## config.mk

```make
export PLATFORM = sky130hd
export DESIGN_NAME = data_mem_arbiter
export DESIGN_NICKNAME = d
export VERILOG_FILES = /design/src/rtl/data_mem_arb_pkg.sv /design/src/rtl/data_mem_arbiter_arb2_select.sv /design/src/rtl/data_mem_arbiter.sv
export SDC_FILE = /design/constraint.sdc
export NUM_CORES = 1
export LEC_CHECK = 0
export BUFFER_PORTS_ARGS = -buffer_cell sky130_fd_sc_hd__buf_2
export CAP_MARGIN = 20
export CORE_AREA = 2 2 158 160
export CTS_BUF_LIST = sky130_fd_sc_hd__clkbuf_8
export DETAILED_ROUTE_END_ITERATION = 10
export DIE_AREA = 0 0 160 162
export PLACE_DENSITY = 0.75
export SYNTH_ARGS = -nofsm -noshare
export SYNTH_HDL_FRONTEND = slang
export SYNTH_HIERARCHICAL = 1
export SYNTH_SLANG_ARGS = --single-unit
export TNS_END_PERCENT = 50
```

## constraint.sdc

```tcl
create_clock -name clk -period 11.74 [get_ports clk]
set_clock_uncertainty 0.05 [all_clocks]
set_input_delay 2.348 -clock clk [delete_from_list [all_inputs] [get_ports clk]]
set_output_delay 2.348 -clock clk [all_outputs]
set_load 0.05 [all_outputs]
```

## src/rtl/data_mem_arb_pkg.sv

```systemverilog
// Shared types and constants for the data memory arbiter.
// Optional round-robin selection is enabled by defining DATA_MEM_ARB_RR_EN.
package data_mem_arb_pkg;

    typedef logic [0:0] state_t;

    localparam state_t ST_IDLE = 1'b0;
    localparam state_t ST_ACK  = 1'b1;

    localparam logic PORT_CORE   = 1'b0;
    localparam logic PORT_LOADER = 1'b1;

    // Port 0 wins the first contention after reset
    localparam logic LAST_GNT_RST = PORT_LOADER;

    function automatic logic gnt_to_port(input logic [1:0] gnt);
        return (gnt == 2'b10) ? PORT_LOADER : PORT_CORE;
    endfunction

endpackage

```

## src/rtl/data_mem_arbiter_arb2_select.sv

```systemverilog
// Two-requester winner selection producing a one-hot grant.
// DATA_MEM_ARB_RR_EN selects round-robin; otherwise port 0 has fixed priority.
module arb2_select
    import data_mem_arb_pkg::*;
(
    input  logic       req0,
    input  logic       req1,
    input  logic       last_gnt,
    output logic [1:0] gnt
);

`ifdef DATA_MEM_ARB_RR_EN
    always_comb begin
        gnt = 2'b00;
        if (req0 && req1) begin
            // On contention the port that did not win last time goes next
            gnt = (last_gnt == PORT_CORE) ? 2'b10 : 2'b01;
        end else begin
            gnt = {req1, req0};
        end
    end
`else
    logic w_unused_last_gnt;
    assign w_unused_last_gnt = last_gnt;

    always_comb begin
        gnt = 2'b00;
        if (req0) begin
            gnt = 2'b01;
        end else if (req1) begin
            gnt = 2'b10;
        end
    end
`endif

endmodule

```

## src/rtl/data_mem_arbiter.sv

```systemverilog
// Arbiter and access sequencer sharing the single-port data memory between
// the load/store unit (port 0) and the loader (port 1). See DATA_MEM_ARB_RR_EN.
module data_mem_arbiter
    import data_mem_arb_pkg::*;
#(
    parameter int unsigned BITS = 64,
    parameter int unsigned AW   = 5
) (
    input  logic            clk,
    input  logic            rst,
    input  logic            req0,
    input  logic            we0,
    input  logic [AW-1:0]   addr0,
    input  logic [BITS-1:0] wdata0,
    input  logic            req1,
    input  logic            we1,
    input  logic [AW-1:0]   addr1,
    input  logic [BITS-1:0] wdata1,
    output logic            ack0,
    output logic            ack1,
    output logic [BITS-1:0] rdata0,
    output logic [BITS-1:0] rdata1,
    output logic [AW-1:0]   mem_endr,
    output logic            mem_We,
    output logic [BITS-1:0] mem_din,
    input  logic [BITS-1:0] mem_dout
);

    state_t          r_state;
    state_t          w_state_nxt;
    logic            r_last_gnt;
    logic            r_ack0;
    logic            r_ack1;
    logic [BITS-1:0] r_rdata0;
    logic [BITS-1:0] r_rdata1;
    logic [AW-1:0]   r_endr;
    logic [BITS-1:0] r_din;

    logic [1:0]      w_gnt;
    logic            w_access;
    logic            w_win;
    logic            w_we;
    logic [AW-1:0]   w_endr;
    logic [BITS-1:0] w_din;

    arb2_select u_arb2_select (
        .req0     (req0),
        .req1     (req1),
        .last_gnt (r_last_gnt),
        .gnt      (w_gnt)
    );

    // Next-state logic; an access happens only in IDLE with a winner
    always_comb begin
        w_state_nxt = r_state;
        w_access    = 1'b0;
        w_win       = PORT_CORE;
        case (r_state)
            ST_IDLE: begin
                if (|w_gnt) begin
                    w_access    = 1'b1;
                    w_win       = gnt_to_port(w_gnt);
                    w_state_nxt = ST_ACK;
                end
            end
            ST_ACK:  w_state_nxt = ST_IDLE;
            default: w_state_nxt = ST_IDLE;
        endcase
    end

    // Memory-side mux; address and data hold their last driven values
    always_comb begin
        w_endr = r_endr;
        w_din  = r_din;
        w_we   = 1'b0;
        if (w_access) begin
            if (w_win == PORT_LOADER) begin
                w_endr = addr1;
                w_din  = wdata1;
                w_we   = we1;
            end else begin
                w_endr = addr0;
                w_din  = wdata0;
                w_we   = we0;
            end
        end
    end

    // Reset blocks any write and parks the memory inputs at zero
    assign mem_We   = w_we & ~rst;
    assign mem_endr = rst ? '0 : w_endr;
    assign mem_din  = rst ? '0 : w_din;

    always_ff @(posedge clk or posedge rst) begin
        if (rst) begin
            r_state    <= ST_IDLE;
            r_last_gnt <= LAST_GNT_RST;
            r_ack0     <= 1'b0;
            r_ack1     <= 1'b0;
            r_rdata0   <= '0;
            r_rdata1   <= '0;
            r_endr     <= '0;
            r_din      <= '0;
        end else begin
            r_state <= w_state_nxt;
            r_ack0  <= w_access && (w_win == PORT_CORE);
            r_ack1  <= w_access && (w_win == PORT_LOADER);
            if (w_access) begin
                r_last_gnt <= w_win;
                r_endr     <= w_endr;
                r_din      <= w_din;
                if (!w_we) begin
                    if (w_win == PORT_LOADER) begin
                        r_rdata1 <= mem_dout;
                    end else begin
                        r_rdata0 <= mem_dout;
                    end
                end
            end
        end
    end

    assign ack0   = r_ack0;
    assign ack1   = r_ack1;
    assign rdata0 = r_rdata0;
    assign rdata1 = r_rdata1;

endmodule

```

==> flow_metrics.tcl <==
set metrics [dict create \
    p_clk_frac 0.197 \
    antenna_left 0 \
    rows 57 \
    firstDrtPassIters 5 \
    drc_errors 0 \
    ioPinCount 408 \
    avgRoutedWirePerCell_um 18.4 \
    yosys_warnings 6 \
    first_global_vias 7600 \
    cts.sinks 200 \
    ctsResizeCount 0 \
    p_int_uw 1270 \
    grt_antenna_before_repair 1 \
    setup_tns_ps 0 \
    whs_ps 442 \
    finalWirelength_um 26800 \
    busiest_layer "met2" \
    initial_core_util 0.372 \
    nets 1330 \
    setup_viol 0 \
    outcome "completed" \
    syn_avg_cell_area_sq_um 12.0 \
    maxSlewHeadroom 0.388 \
    die_y_um 162 \
    syn_nets 955 \
    worstMarginPinSlew_ps 918 \
    htree_levels 4 \
    hp-class "flip-flop to flip-flop" \
    syn_inst 747 \
    clk_latency_ps 450 \
    path_clk_slew_ps 110 \
    ir_drop_mv 0.122 \
    viasPerCell 5.29 \
    p_sw_uw 1120 \
    hold_viol_final 0 \
    cts_setup_buffers 0 \
    fin_crit_ps 6970 \
    power_density_nw_per_um2 206 \
    fin_crit_sh 0.594 \
    required_ps 9340 \
    hpwl_um 18700 \
    postCtsHoldBufs 0 \
    cp-start-kind "primary input" \
    drtIter0Drc 664 \
    p_comb_frac 0.415 \
    cts_tree "yes" \
    slew_viol_final 0 \
    grt_setup_unrepaired "false" \
    numCtsBuffers 17 \
    cts_buffer_depth 2 \
    grt_use_total 0.201 \
    synth_area_sq_um 8970 \
    worst-endpoint-arrival_ps 4580 \
    io_buffers 407 \
    die_area_sq_um 25900 \
    routabilityCongestion 0.870 \
    core_sq_um 24100 \
    use_met3 0.0460 \
    p_leak_uw 0.00542 \
    root_buffer "clkbuf_8" \
    overflow 0 \
    grt_pass1_wl_um 41300 \
    layout_common_cells "buf_2 (407), dfrtp_1 (199), nor2_1 (139), nor3_1 (69), mux2_1 (65)" \
    max_freq_mhz 143 \
    use_met1 0.256 \
    worst_setup_path_end_kind "primary output" \
    criticalPathCategory "primary input to primary output" \
    path_max_fanout 36 \
    fill_cells 2256 \
    switching_share 0.469 \
    use_met2 0.343 \
    drive_above_1_share 0.478 \
    synthToLayoutAreaGrowth_pct 29.2 \
    die_x_um 160 \
    layout_commonest_cell "buf_2" \
    vias 7722 \
    pwr-share-seq 0.387 \
    grt_max_degree 112 \
    maxCapViolations 0 \
]
## cell type report
cell class                 count  area [sq um]  area share
tap                          324           405      0.0350
timing repair buffer         417          2140       0.185
antenna                        1          2.50    0.000216
sequential                   200          5010       0.432
multi-input combinational    483          3580       0.309
clock buffer                  18           248      0.0214
inverter                       3          18.8     0.00162
clock inverter                14           185      0.0160
## flip-flops by register name (all words and copies together) (netlist names)
name / flops
r_din: 64
rdata0: 64
rdata1: 64
r_endr: 5
ack0: 1
ack1: 1
r_state: 1
## power by group through the flow
stage          registers (uW)  clock network [uW]  logic [uW]
3_3_place_gp              929                   0         986
4_1_cts                   925                 494         997
2_1_floorplan            1320                   0         354
3_5_place_dp              937                   0         996
6_report                  925                 471         992
5_1_grt                   944                 517        1040
## layer usage
| layer | vias up | wire, um |
|---|---|---|
| li1 | 3534 | - |
| met1 | 3811 | 11000 |
| met2 | 326 | 13600 |
| met3 | 51 | 1560 |
| met4 | 0 | 648 |
| met5 | - | 0 |
## per-stage QoR
stage,worst slack (ps),area [sq um],total power [uW],utilization,std cells
CTS,4810,11500,2420,0.479,1457
global placement,4810,11100,1910,0.461,1425
global route,4590,11600,2500,0.481,1460
floorplan,3400,8970,1680,-,747
finish,4770,11600,2390,0.481,1460
detailed placement,4810,11100,1930,0.461,1425
## critical path: stages
cell and delay [ps]:
buf_2 170, nand2b_2 670, buf_4 530, o32ai_1 160, nor4_1 340, buf_2 330
## path summary, 6_finish.rpt
check,slack (ps),cells past startpoint,endpoint,start
setup / recovery,4770,6,mem_din[36],req0
hold / removal,440,1,rdata1[54]$_DFFE_PP0P_,rdata1[54]$_DFFE_PP0P_
setup reg to reg,8410,6,rdata0[47]$_DFFE_PP0P_,r_state$_DFF_PP0_
hold reg to reg,440,1,rdata1[54]$_DFFE_PP0P_,rdata1[54]$_DFFE_PP0P_
max in group asynchronous,7860,5,rdata1[1]$_DFFE_PP0P_,rst
min in group asynchronous,2490,3,r_din[30]$_DFFE_PP0N_,rst
Power figures use the tool's default switching activity.
